**src/rtl/fetch_queue.sv**
```systemverilog
// ----------------------------------------------------------------------------
// fetch_queue
//
// Instruction fetch stage with a small decoupling queue between fetch and
// decode. Each cycle the fetch PC is presented to a combinational instruction
// memory. When fetching is permitted, the queue has room and no redirect is
// pending, the PC, returned instruction and PC+4 are written at the tail, and
// the PC advances. Decode sees the head entry and consumes it with ready_i.
// A redirect from execute flushes the queue and restarts fetch at the target.
//
// Ports
//   clk_i        : clock, all state updates on the rising edge
//   rst_i        : asynchronous active-high reset
//   fetch_en_i   : a fetch is permitted this cycle
//   redirect_i   : taken branch/jump from execute
//   PCTarget_i   : redirect address
//   PCF_o        : current fetch address to instruction memory
//   InstrF_i     : instruction memory read data for PCF_o (combinational)
//   valid_o      : head entry present
//   ready_i      : decode consumes the head entry this cycle
//   PCD_o        : head entry PC            (0 when empty)
//   InstrD_o     : head entry instruction   (NOP 0x00000013 when empty)
//   PCPlus4D_o   : head entry PC+4          (0 when empty)
//   count_o      : number of occupied entries
// ----------------------------------------------------------------------------
module fetch_queue #(
    parameter int                 PC_WIDTH          = 32,
    parameter int                 INSTRUCTION_WIDTH = 32,
    parameter int                 DEPTH             = 4,
    parameter logic [PC_WIDTH-1:0] RESET_PC         = 32'h0000_0000
) (
    input  logic                         clk_i,
    input  logic                         rst_i,
    input  logic                         fetch_en_i,
    input  logic                         redirect_i,
    input  logic [PC_WIDTH-1:0]          PCTarget_i,
    output logic [PC_WIDTH-1:0]          PCF_o,
    input  logic [INSTRUCTION_WIDTH-1:0] InstrF_i,
    output logic                         valid_o,
    input  logic                         ready_i,
    output logic [PC_WIDTH-1:0]          PCD_o,
    output logic [INSTRUCTION_WIDTH-1:0] InstrD_o,
    output logic [PC_WIDTH-1:0]          PCPlus4D_o,
    output logic [$clog2(DEPTH):0]       count_o
);

    localparam int AW = $clog2(DEPTH);
    localparam int CW = AW + 1;

    localparam logic [INSTRUCTION_WIDTH-1:0] NOP_INSTR = INSTRUCTION_WIDTH'(32'h0000_0013);

    // ------------------------------------------------------------------
    // State
    // ------------------------------------------------------------------
    logic [PC_WIDTH-1:0] pc_q,    pc_d;
    logic [AW-1:0]       head_q,  head_d;
    logic [AW-1:0]       tail_q,  tail_d;
    logic [CW-1:0]       count_q, count_d;

    // Entry storage; not reset, since count/head/tail define which entries
    // are meaningful.
    logic [PC_WIDTH-1:0]          pc_mem    [DEPTH];
    logic [INSTRUCTION_WIDTH-1:0] instr_mem [DEPTH];
    logic [PC_WIDTH-1:0]          pc4_mem   [DEPTH];

    // ------------------------------------------------------------------
    // Status and handshakes (derived from registered count only)
    // ------------------------------------------------------------------
    logic                full;
    logic                empty;
    logic                push;
    logic                pop;
    logic [PC_WIDTH-1:0] pc_plus4;

    assign full     = (count_q == CW'(DEPTH));
    assign empty    = (count_q == '0);
    assign valid_o  = ~empty;

    // A full queue refuses the push even if the head is popped in the same
    // cycle: there is no fall-through path from fetch to decode.
    assign push     = fetch_en_i & ~full & ~redirect_i;
    assign pop      = valid_o & ready_i & ~redirect_i;

    // Wraps naturally modulo 2^PC_WIDTH.
    assign pc_plus4 = pc_q + PC_WIDTH'(4);

    // ------------------------------------------------------------------
    // Next-state logic
    // ------------------------------------------------------------------
    always_comb begin
        pc_d    = pc_q;
        head_d  = head_q;
        tail_d  = tail_q;
        count_d = count_q;

        if (redirect_i) begin
            // Flush: anything fetched down the wrong path is discarded,
            // including a push or pop that would have happened this cycle.
            pc_d    = PCTarget_i;
            head_d  = '0;
            tail_d  = '0;
            count_d = '0;
        end else begin
            if (push) begin
                pc_d   = pc_plus4;
                tail_d = tail_q + AW'(1);   // wraps modulo DEPTH
            end
            if (pop) begin
                head_d = head_q + AW'(1);   // wraps modulo DEPTH
            end
            unique case ({push, pop})
                2'b10:   count_d = count_q + CW'(1);
                2'b01:   count_d = count_q - CW'(1);
                default: count_d = count_q;
            endcase
        end
    end

    // ------------------------------------------------------------------
    // Control registers
    // ------------------------------------------------------------------
    always_ff @(posedge clk_i or posedge rst_i) begin
        if (rst_i) begin
            pc_q    <= RESET_PC;
            head_q  <= '0;
            tail_q  <= '0;
            count_q <= '0;
        end else begin
            pc_q    <= pc_d;
            head_q  <= head_d;
            tail_q  <= tail_d;
            count_q <= count_d;
        end
    end

    // ------------------------------------------------------------------
    // Entry storage write
    // ------------------------------------------------------------------
    always_ff @(posedge clk_i) begin
        if (push) begin
            pc_mem[tail_q]    <= pc_q;
            instr_mem[tail_q] <= InstrF_i;
            pc4_mem[tail_q]   <= pc_plus4;
        end
    end

    // ------------------------------------------------------------------
    // Outputs
    // ------------------------------------------------------------------
    // Head read is asynchronous so an entry written at one edge is visible
    // to decode in the very next cycle.
    always_comb begin
        PCD_o      = '0;
        InstrD_o   = NOP_INSTR;
        PCPlus4D_o = '0;
        if (valid_o) begin
            PCD_o      = pc_mem[head_q];
            InstrD_o   = instr_mem[head_q];
            PCPlus4D_o = pc4_mem[head_q];
        end
    end

    assign PCF_o   = pc_q;
    assign count_o = count_q;

endmodule

```
**config.mk**
```make
export PLATFORM = sky130hd
export DESIGN_NAME = fetch_queue
export DESIGN_NICKNAME = d
export VERILOG_FILES = /design/src/rtl/fetch_queue.sv
export SDC_FILE = /design/constraint.sdc
export NUM_CORES = 1
export LEC_CHECK = 0
export CAP_MARGIN = 30
export CORE_UTILIZATION = 50
export CTS_CLUSTER_DIAMETER = 100
export DETAILED_ROUTE_END_ITERATION = 16
export GPL_ROUTABILITY_DRIVEN = 0
export MAX_ROUTING_LAYER = met4
export PLACE_DENSITY = 0.81
export SYNTH_ARGS = -nofsm -noshare
export SYNTH_HDL_FRONTEND = slang
export SYNTH_SLANG_ARGS = --single-unit
```
**constraint.sdc**
```tcl
create_clock -name clk_i -period 7.65 [get_ports clk_i]
set_clock_uncertainty 0.1 [all_clocks]
set_input_delay 0.765 -clock clk_i [delete_from_list [all_inputs] [get_ports clk_i]]
set_output_delay 0.765 -clock clk_i [all_outputs]
set_load 0.005 [all_outputs]
```
==> impl_metrics.py <==
metrics = {
    "worst_setup_path": {
        "r2r_slack_ns": 4.40,
        "cp.required_ns": 6.78,
        "worst-path-max-fanout": 62,
        "crit_buf_inv": 2,
        "crit_type": "register to output port",
        "end_kind": "output port",
        "start_kind": "register",
        "reg2regPathDepth": 6,
        "slowest_delay_ns": 0.77,
        "cp_slowest_cell": "buf_4",
        "critPathTopFamily": "buffers and inverters",
        "crit_arrival_ns": 3.32,
        "crit_chain": "buf_4 -> mux4_2 -> or2_2 -> clkdlybuf4s50_1",
        "r2r-start": "PCF_o[2]$_DFFE_PP0N_",
        "reg2reg_to": "pc4_mem[1][30]$_DFFE_PP_",
    },
    "place": {
        "hpwl_um": 21300,
        "port_buffers": 200,
        "placed_cell_area_sq_um": 19300,
    },
    "final_layout": {
        "area_growth_pct": 22.5,
        "layout_commonest_cell": "edfxtp_1",
        "final_nets": 1198,
        "antenna_cells": 0,
        "final_area_sq_um": 20700,
        "final_cell_mix": "edfxtp_1, clkdlybuf4s50_1, and2_1, mux4_2, nand2_1",
        "post-route-util_pct": 62.9,
        "final_layout_size_suffix_gt1_share_pct": 16.8,
    },
    "timing": {
        "timing.hold.ws_ns": 0.338,
        "fin_crit_sh_pct": 54.7,
        "rsz0062_at_grt": "no",
        "tightest_slew_ns": 0.966,
        "max_freq_mhz": 239,
        "setup_viol": 0,
        "timing.final.hold_violations": 0,
        "finalMaxSlewViolations": 0,
        "relSlewSlack_pct": 35.6,
        "fin_crit_ns": 4.19,
    },
    "flow_run": {
        "drv_cap": 0,
    },
    "clocking": {
        "clock_latency_ns": 0.54,
        "clockBufferDepth": 3,
        "ctsHoldBuffers": 0,
        "numClockSinks": 415,
        "cts-root-buf": "clkbuf_16",
        "htreeDepth": 2,
        "cts_tree": "done",
        "cts_setup_buffers": 0,
        "ctsResizeCount": 0,
        "clk_pin_slew_worst_paths_ns": 0.06,
        "cts_buffers": 42,
    },
    "global_routing": {
        "grt_pass1_wl_um": 53700,
        "grt_overflow_total": 0,
        "grt_pass1_vias": 9132,
        "grt_max_degree": 75,
        "grt_antenna_before_repair": 1,
        "track_usage_pct": 21.7,
    },
    "run_status": {
        "outcome": "complete, no violations",
    },
    "drt": {
        "vias_per_cell": 5.53,
        "ant_nets": 0,
        "drt_first_pass_iters": 6,
        "drc": 0,
        "drtIter0Drc": 680,
        "vias": 8827,
        "wirelength_um": 35200,
        "wire_per_inst_um": 22.0,
    },
    "synth": {
        "synth-async-reset-ratio_pct": 9.40,
        "syn_nets": 991,
        "syn_avg_cell_area_sq_um": 18.4,
        "ys.warnings.count": 0,
        "syn_area_sq_um": 16900,
        "yosys_register_bits": 415,
        "synth_flop_cell": "edfxtp_1",
        "ys_seq_area_share_pct": 72.6,
        "ys_types": 40,
        "synth_edf_count": 376,
        "syn_inst": 916,
    },
    "floorplan": {
        "die_h_um": 186,
        "initial_utilization_pct": 51.4,
        "placement_rows": 66,
        "fp.dieW_um": 186,
        "io_pins": 201,
        "die_area_sq_um": 34500,
        "fp.coreArea_sq_um": 32900,
    },
    "worst_hold_path": {
        "holdCritPathClass": "input pin to async pin",
    },
    "pwr": {
        "ir_drop_v": 0.000202,
        "p_leak_nw": 6.71,
        "power_density_nw_per_um2": 308,
    },
}
==> kinds of logic after synthesis <==
group / share of synthesized area, %
fa+ha+maj: 0.489
simple gates: 7.88
flops: 72.6
mux: 12.8
buf+inv: 1.76
compound gates: 1.18
xor+xnor: 3.27
==> how the worst max path moves through the flow <==
stage	startpoint	end	depth (start not counted)
after global routing	head_q[0]$_DFFE_PP0P_	PCPlus4D_o[28]	4
final	head_q[1]$_DFFE_PP0P_	InstrD_o[1]	4
after detailed placement	count_o[0]$_DFFE_PP0P_	PCD_o[31]	5
after floorplan	redirect_i	instr_mem[0][0]$_DFFE_PP_	3
after CTS	count_o[0]$_DFFE_PP0P_	PCD_o[31]	5
after global placement	count_o[0]$_DFFE_PP0P_	PCD_o[31]	5
==> synthesized netlist by cell type (2+ instances only) <==
master,instances,area [sq um]
a21oi_1,3,15.0
and2_1,94,588
and3_1,6,37.5
buf_2,18,90.1
buf_4,5,37.5
buf_6,3,33.8
clkbuf_1,28,105
dfrtp_1,39,976
edfxtp_1,376,11300
ha_1,5,62.6
inv_1,8,30.0
mux2_2,2,22.5
mux2i_1,2,20.0
mux4_2,94,2120
nand2_1,56,210
nand3_1,12,60.1
nand4_1,16,100
nor2_1,19,71.3
nor3_1,12,60.1
nor3b_1,4,30.0
nor4_1,2,12.5
nor4_2,2,25.0
o21ai_0,20,100
o21ai_1,11,55.1
or2_2,3,18.8
xnor2_1,36,315
xor2_1,27,236
==> per-stage QoR <==
step | cells | power, W | worst slack [ns] | setup TNS, ns
floorplan | 916 | 0.00366 | -1.17 | -329.30
global placement | 1519 | 0.00445 | 3.68 | 0
detailed placement | 1519 | 0.00448 | 3.68 | 0
CTS | 1595 | 0.00645 | 3.08 | 0
global route | 1597 | 0.00666 | 3.25 | 0
finish | 1597 | 0.00637 | 3.46 | 0
==> sequential cells by signal, summed over array words and instances (netlist names) <==
signal / cells
head_q: 2
instr_mem: 128
PCF_o: 32
pc_mem: 122
tail_q: 2
pc4_mem: 126
count_o: 3
==> metal layers <==
layer / GRT usage [%] / routed length [um]
met3: 4.30 / 2280
met2: 34.0 / 17100
met4: 6.03 / 707
met1: 29.2 / 15100
met5: - / 0
==> worst register-to-register path, cell delays in order, from the launching register on <==
cell	delay (ns)
dfrtp_1	0.62
ha_1	0.33
nand3_4	0.15
nor4_4	0.85
and2_1	0.37
nand2_1	0.10
xnor2_1	0.45
==> cell type report <==
type | instances | area (sq um)
Sequential cell | 415 | 12300
Fill cell | 2376 | 12200
Multi-Input combinational cell | 439 | 4360
Timing Repair Buffer | 217 | 2140
Clock buffer | 56 | 1130
Tap cell | 442 | 553
Clock inverter | 20 | 188
Inverter | 8 | 30.0
==> power breakdown <==
group	switching [W]	internal, W
Clock	0.000809	0.00114
Sequential	0.000138	0.00264
Combinational	0.000664	0.000975
Total	0.00161	0.00476
Note: power is estimated with default switching activity, not from simulation.
